**src/rtl/lcd_pkg.sv**
```systemverilog
// Shared types and default timing for the LCD enable-strobe generator.
package lcd_pkg;

  typedef enum logic [1:0] {IDLE, SETUP, PULSE, HOLD} strobe_state_t;

  localparam int LCD_SETUP_DEF = 2;
  localparam int LCD_PULSE_DEF = 12;
  localparam int LCD_HOLD_DEF  = 2;

  function automatic int lcd_max3(input int a, input int b, input int c);
    int m;
    m = (a > b) ? a : b;
    return (m > c) ? m : c;
  endfunction

endpackage

```
**src/rtl/lcd_change_detect.sv**
```systemverilog
// Registers the previous sense value and flags a trigger on change or explicit start.
module lcd_change_detect #(
  parameter int DATA_W = 8
) (
  input  logic              clk,
  input  logic              rst,
  input  logic [DATA_W-1:0] sense,
  input  logic              start,
  output logic              trig
);

  logic [DATA_W-1:0] prev_sense;

  always_ff @(posedge clk) begin
    if (rst) prev_sense <= '0;
    else     prev_sense <= sense;
  end

  assign trig = start | (sense != prev_sense);

endmodule

```
**src/rtl/lcd_strobe_gen.sv**
```systemverilog
// HD44780-style E strobe generator: latches the bus on a trigger and sequences
// SETUP / PULSE / HOLD phases, with a one-deep pending request queue.
module lcd_strobe_gen
  import lcd_pkg::*;
#(
  parameter int DATA_W       = 8,
  parameter int SETUP_CYCLES = LCD_SETUP_DEF,
  parameter int PULSE_CYCLES = LCD_PULSE_DEF,
  parameter int HOLD_CYCLES  = LCD_HOLD_DEF
) (
  input  logic              clk,
  input  logic              rst,
  input  logic [DATA_W-1:0] sense,
  input  logic              start,
  output logic              e,
  output logic [DATA_W-1:0] data_out,
  output logic              busy,
  output logic              done,
  output logic [7:0]        drop_cnt
);

  localparam int CNT_W = $clog2(lcd_max3(SETUP_CYCLES, PULSE_CYCLES, HOLD_CYCLES) + 1);

  strobe_state_t     state, state_next;
  logic [CNT_W-1:0]  cnt;
  logic              trig;
  logic              pending;
  logic [DATA_W-1:0] pend_data;

  logic              setup_last, pulse_last, hold_exit;
  logic              e_next, busy_next, done_next;
  logic              load;
  logic [DATA_W-1:0] load_val;

  lcd_change_detect #(.DATA_W(DATA_W)) u_detect (
    .clk   (clk),
    .rst   (rst),
    .sense (sense),
    .start (start),
    .trig  (trig)
  );

  assign setup_last = (state == SETUP) && (cnt == CNT_W'(SETUP_CYCLES - 1));
  assign pulse_last = (state == PULSE) && (cnt == CNT_W'(PULSE_CYCLES - 1));
  assign hold_exit  = (state == HOLD)  && (cnt == CNT_W'(HOLD_CYCLES - 1));

  // State register; cnt restarts on every state entry, including HOLD -> SETUP.
  always_ff @(posedge clk) begin
    if (rst) begin
      state <= IDLE;
      cnt   <= '0;
    end else begin
      state <= state_next;
      if (state_next != state) cnt <= '0;
      else                     cnt <= cnt + CNT_W'(1);
    end
  end

  always_comb begin
    state_next = state;
    unique case (state)
      IDLE:  if (trig)       state_next = SETUP;
      SETUP: if (setup_last) state_next = PULSE;
      PULSE: if (pulse_last) state_next = HOLD;
      HOLD:  if (hold_exit)  state_next = (trig || pending) ? SETUP : IDLE;
      default:               state_next = IDLE;
    endcase
  end

  // A live trigger at HOLD exit beats the queued value.
  always_comb begin
    e_next    = (state_next == PULSE);
    busy_next = (state_next != IDLE);
    done_next = hold_exit;
    load      = ((state == IDLE) && trig) || (hold_exit && (trig || pending));
    load_val  = ((state == IDLE) || trig) ? sense : pend_data;
  end

  always_ff @(posedge clk) begin
    if (rst) begin
      e         <= 1'b0;
      busy      <= 1'b0;
      done      <= 1'b0;
      data_out  <= '0;
      pending   <= 1'b0;
      pend_data <= '0;
      drop_cnt  <= '0;
    end else begin
      e    <= e_next;
      busy <= busy_next;
      done <= done_next;
      if (load) data_out <= load_val;
      if (state != IDLE) begin
        if (hold_exit) begin
          pending <= 1'b0;
          if (trig && pending && (drop_cnt != 8'hFF)) drop_cnt <= drop_cnt + 8'd1;
        end else if (trig) begin
          pending   <= 1'b1;
          pend_data <= sense;
          if (pending && (drop_cnt != 8'hFF)) drop_cnt <= drop_cnt + 8'd1;
        end
      end
    end
  end

endmodule
```
**config.mk**
```make
export PLATFORM = sky130hd
export DESIGN_NAME = lcd_strobe_gen
export DESIGN_NICKNAME = d
export VERILOG_FILES = /design/src/rtl/lcd_pkg.sv /design/src/rtl/lcd_change_detect.sv /design/src/rtl/lcd_strobe_gen.sv
export SDC_FILE = /design/constraint.sdc
export NUM_CORES = 1
export LEC_CHECK = 0
export BUFFER_PORTS_ARGS = -buffer_cell sky130_fd_sc_hd__buf_4
export CELL_PAD_IN_SITES_DETAIL_PLACEMENT = 2
export CELL_PAD_IN_SITES_GLOBAL_PLACEMENT = 2
export CORE_ASPECT_RATIO = 1.75
export CORE_UTILIZATION = 34
export DETAILED_ROUTE_END_ITERATION = 6
export HOLD_SLACK_MARGIN = 0.05
export PLACE_DENSITY_LB_ADDON = 0.1
export SLEW_MARGIN = 10
export SYNTH_ARGS = -nofsm -noshare
export SYNTH_HDL_FRONTEND = slang
export SYNTH_HIERARCHICAL = 1
export SYNTH_SLANG_ARGS = --single-unit
export TNS_END_PERCENT = 1
```
**constraint.sdc**
```tcl
create_clock -name clk -period 3 [get_ports clk]
set_clock_uncertainty 0.2 [all_clocks]
set_input_delay 0.15 -clock clk [delete_from_list [all_inputs] [get_ports clk]]
set_output_delay 0.15 -clock clk [all_outputs]
set_load 0.1 [all_outputs]
```
# ---- Word-level counts from Yosys, hierarchy flattened
# Index checks and enable logic that the tools add are counted.
dict set report totals {
  reg_bits 42
  inputBits 11
}
dict set report classes {
  addsub 2
  n_eq_ne 10
  muxes 13
  n_bitwise 2
  reduce_logical 20
}
# op n
set op_table {}
lappend op_table {{$mux W8} 5}
lappend op_table {{$add A8 B1 Y8 const B} 1}
lappend op_table {{$logic_and A1 B1 Y1} 8}
lappend op_table {{$mux W2} 4}
lappend op_table {{$ne A8 B8 Y1} 1}
lappend op_table {{$ne A8 B8 Y1 const B} 1}
lappend op_table {{$pmux W2 S4} 1}
lappend op_table {{$reduce_bool A2 Y1} 4}
lappend op_table {{$eq A2 B2 Y1 const B} 3}
lappend op_table {{$add A4 B1 Y4 const B} 1}
lappend op_table {{$eq A4 B1 Y1 const B} 1}
lappend op_table {{$eq A4 B4 Y1 const B} 1}
lappend op_table {{$reduce_and A4 Y1} 1}
lappend op_table {{$logic_or A1 B1 Y1} 3}
lappend op_table {{$mux W1} 3}
lappend op_table {{$reduce_and A3 Y1} 1}
lappend op_table {{$eq A2 B1 Y1 const B} 1}
lappend op_table {{$logic_not A2 Y1} 1}
lappend op_table {{$ne A2 B1 Y1 const B} 1}
lappend op_table {{$ne A2 B2 Y1} 1}
lappend op_table {{$reduce_and A2 Y1} 1}
lappend op_table {{$reduce_or A2 Y1} 1}
lappend op_table {{$not A1 Y1} 1}
lappend op_table {{$or A1 B1 Y1} 1}

# ---- Logic depth before layout (Yosys ltp)
dict set report logic_depth {
  ltp_word 8
  ltp_mapped 9
  depth_no_buf 7
}

# ---- Cells and area by module
# The synthesis kept the hierarchy.
# mod n_inst cells_per_inst area_per_inst_um2
set by_module_without_submodules {}
lappend by_module_without_submodules {lcd_strobe_gen 1 157 1540.2}
lappend by_module_without_submodules {lcd_change_detect 1 27 299.0}

# ---- Worst setup path before layout
# No wires, ideal clock.
dict set report synth_path {
  path_type {flip-flop to flip-flop}
  start {register drop_cnt[0]}
  end {register drop_cnt[4]}
  arrival_time_ps 1912
  required_time_ps 2672
  setup_slack_ps 760
  path_stages_with_launch 6
  path_cell_list {dfxtp_1 ha_1 o2111ai_1 a211oi_1 xnor2_1 nor2_1}
}
dict set report synth_between {
  elab_chain_cells 4
  elab_cells_between_ends 11
  cone_classes {1 x add/sub; 2 x eq/ne; 4 x mux; 4 x reduce/logical}
}
# element line_no
set synth_rtl {}
lappend synth_rtl {{start: declaration} lcd_strobe_gen.sv:19} ;# output logic [7:0] drop_cnt
lappend synth_rtl {{start signal: assignment} lcd_strobe_gen.sv:96} ;# if (trig && pending && (drop_cnt != 8'hFF)) drop_cnt <= drop_cnt + 8'd1;
lappend synth_rtl {{start signal: assignment} lcd_strobe_gen.sv:100} ;# if (pending && (drop_cnt != 8'hFF)) drop_cnt <= drop_cnt + 8'd1;
lappend synth_rtl {{$add A8 B1 Y8 / $ne A8 B8 Y1 (equally long branches)} {lcd_strobe_gen.sv:96, lcd_strobe_gen.sv:100}}
lappend synth_rtl {{$mux W8 (tied with other cells)} lcd_strobe_gen.sv:100}
lappend synth_rtl {{$mux W8 (tied with other cells)} lcd_strobe_gen.sv:97} ;# end else if (trig) begin
lappend synth_rtl {{$mux W8 / $reduce_and A4 Y1 (equally long branches)} --}
# Several ways; a longest one is shown, not always the timed one. The select of a mux whose other input is x is not followed.
# A chain may end at the register's enable or synchronous reset.

# ---- Final worst setup path
dict set report layout_path {
  start {input sense[1]}
  end {register data_out[5]}
}
dict set report layout_between {
  elab_chain_cells 5
  elab_cells_between_ends 8
  cone_classes {1 x eq/ne; 1 x mux; 1 x bitwise; 5 x reduce/logical}
}
# element line_no
set layout_rtl {}
lappend layout_rtl {{start: declaration} lcd_strobe_gen.sv:13} ;# input logic [DATA_W-1:0] sense,
lappend layout_rtl {{$ne A8 B8 Y1 (*)} lcd_change_detect.sv:19} ;# assign trig = start | (sense != prev_sense);
lappend layout_rtl {{$or A1 B1 Y1 (*)} lcd_change_detect.sv:19}
lappend layout_rtl {{via trig} lcd_strobe_gen.sv:26} ;# logic trig;
lappend layout_rtl {{$logic_or A1 B1 Y1} lcd_strobe_gen.sv:75} ;# load = ((state == IDLE) && trig) || (hold_exit && (trig || pending));
lappend layout_rtl {{$logic_and A1 B1 Y1} lcd_strobe_gen.sv:75}
lappend layout_rtl {{$logic_or A1 B1 Y1} lcd_strobe_gen.sv:75}
lappend layout_rtl {{end signal: assignment} lcd_strobe_gen.sv:92} ;# if (load) data_out <= load_val;
lappend layout_rtl {{end: declaration} lcd_strobe_gen.sv:16} ;# output logic [DATA_W-1:0] data_out,
# The timed path passes the listed nets; every way through them passes the cells marked *.

==> reports/qor.csv <==
metric;value;unit
fin_nets;232;
initial_core_util;35.00;%
cts_tree;done;
ys_seq_area_share;45.71;%
grt_max_degree;39;
wire_per_inst;15.88;um
dp_hpwl;3121;um
hold_class;input pin to flop;
cts_root_buffer;clkbuf_8;
yosysTopAreaCell;dfxtp_1;
setup_viol;0;
die_w;57.60;um
postRouteAntennaNets;0;
max_cap_viol_count;0;
power-per-cell-area;610.3;nW/um2
synth_nets;198;
cpPeakStageDelay;0.64;ns
synth_top_flop_cell;dfxtp_1;
async_reset_ff_share;0;%
rsz0062_at_grt;false;
synth_most_common_cell;dfxtp_1;
die-area;5719;um2
min_period;2.672;ns
synth_top_area_share;45.71;%
fmax;374.3;MHz
multi_input_area;919.6;um2
antenna_found_initial;0;
postCtsResizedCells;0;
rrSetupSlack;0.57;ns
combinationalPowerShare;23.1;%
ys_warn_count;6;
synth_seq_cells;42;
p_clk_share;31.0;%
core_area;5255;um2
syn2layout_area_growth;22.25;%
synthCells;184;
grt_util_met1;15.89;%
critPathTopFamily;simple AND/OR/NAND/NOR gates;
worst-path-max-fanout;10;
swShare;32.58;%
power.total;1372;uW
dr_total_vias;1446;
port_buffers;29;
ys_types;38;
htreeDepth;2;
cts_buffers;5;
worstPathCellList;dlygate4sd3_1, buf_4, xnor2_1, nand3_1, or4_1, or2_2, mux2i_1, a211oi_1;
end_kind;flop;
drc;1;
leakage;0.0009453;uW
vias_per_cell;5.277;
synthTopCellsByCount;dfxtp_1 (42), nor2_1 (30), mux2i_1 (17);
track_usage;16.74;%
slowest_stage;or4_1;
cp_num_buf_inv;2;
switching_power;447.1;uW
final_hold_viol_count;0;
drt_first_iter_violations;17;
mappedNetlistArea;1839;um2
clk_pin_slew;0.08;ns
arrival;2.67;ns
cts.sinks;42;
gr-max-usage-layer;met2;
pre_cts_slack;0.5285;ns
status;finished with violations;
crit_required;3.00;ns
fp-row-count;35;
intPower;925.1;uW
use_met3;2.731;%
ir_drop;0.0002924;V
layoutNonFillerInstCount;274;
finalWorstSetupSlack;0.3282;ns
post-route-period-util;89.06;%
grt_pass1_wl;7341;um
slew_headroom;67.40;%
fill_cells;575;
clk_latency;0.29;ns
drive_gt1_share;21.00;%
synth_area_leaders;dfxtp_1 (46%), mux2i_1 (9.3%), xnor2_1 (6.7%);
grtUsageMet2;33.63;%
finish.utilization;42.79;%
clockBufferDepth;2;
seq_power_share;45.9;%
violations;design-rule violations;
io_pins;30;
finalWirelength;4351;um
die_h;99.30;um
dp.cells;258;
seqCellArea;840.8;um2
slew_violations;0;
tightest_slew;0.4869;ns
diodes;0;
synth_edf_count;0;
start_kind;input pin;
timing_worst_setup_path_type;input pin to flop;
dr.pass1.iters;5;
grt_pass1_vias;1614;
grt_overflow;0;
gp_congestion;0.7145;
syn_area_per_cell;9.996;um2
tns;0;ns
[per-stage QoR]
stage          hold slack, ns  instance area, um2
5_1_grt               0.07744                2248
3_3_place_gp           0.2007                2058
6_report              0.06040                2248
2_1_floorplan         0.02161                1839
3_5_place_dp           0.2106                2058
4_1_cts               0.05937                2248
[worst paths after layout]
kind / endpoint / cells past startpoint / from
worst max-delay path: data_out[5] / 8 / sense[1]
worst min-delay path: pend_data[5] / 2 / rst
worst max register to register: data_out[5] / 6 / u_detect/prev_sense[7]
worst min register to register: pend_data[5] / 2 / pend_data[5]
[state kept, by name (all words and copies together) (netlist names)]
name                 cells
data_out                 8
drop_cnt                 8
pend_data                8
u_detect/prev_sense      8
cnt                      4
state                    2
busy                     1
done                     1
e                        1
pending                  1
[layout make-up]
class / instances / share of cell area (%)
Sequential cell: 42 / 37.40
Tap cell: 55 / 3.061
Multi-Input combinational cell: 129 / 40.90
Inverter: 3 / 0.5008
Timing Repair Buffer: 37 / 13.24
Clock buffer: 8 / 4.897
[per-layer routing]
layer | share of wire (%) | vias to the layer above
li1 | - | 708
met4 | 1.9 | 0
met5 | 0 | -
met2 | 58 | 23
met3 | 2.2 | 6
met1 | 38 | 709
[worst reg2reg max path: stages (launching register included)]
cell	delay, ns
dfxtp_1	0.31
xnor2_1	0.16
nand3_1	0.11
or4_1	0.64
or2_2	0.49
mux2i_1	0.17
a211oi_1	0.27
[power groups by stage]
stage	clock, uW	combinational [uW]	sequential [uW]
after global routing	461	339	635
after floorplan	0	124	758
after CTS	445	323	630
final	426	317	629
after global placement	0	302	640
after detailed placement	0	313	642
[cell usage in the layout (no fill, tap or decap), types with 2 or more instances in the layout]
cell type       n
buf_4          29
ha_1            3
dlygate4sd3_1   8
dfxtp_1        42
xnor2_1        14
a21oi_1         2
o21ai_0         3
and2_1          2
clkbuf_8        8
a211oi_1       13
nor2_1         30
xor2_1          3
nand3_1         3
nand4_1         2
mux2i_1        17
nor2b_1        10
inv_1           3
o211ai_1        2
nand2_1         5
nor3_1          3
[cell families after synthesis]
| group | after synthesis | share of synthesized area [%] |
|---|---|---|
| simple gates | 63 | 17.69 |
| flops | 42 | 45.71 |
| compound gates | 29 | 12.92 |
| xor+xnor | 17 | 8.096 |
| mux | 17 | 9.252 |
| buf+inv | 13 | 4.285 |
| fa+ha+maj | 3 | 2.041 |
[repair_timing]
| action | CTS | global route |
|---|---|---|
| buffers inserted | 0 | 0 |
| hold buffers | 8 | 0 |
| endpoints found under the hold margin | 18 | 0 |
No activity file was read; power rests on OpenSTA's default activity.
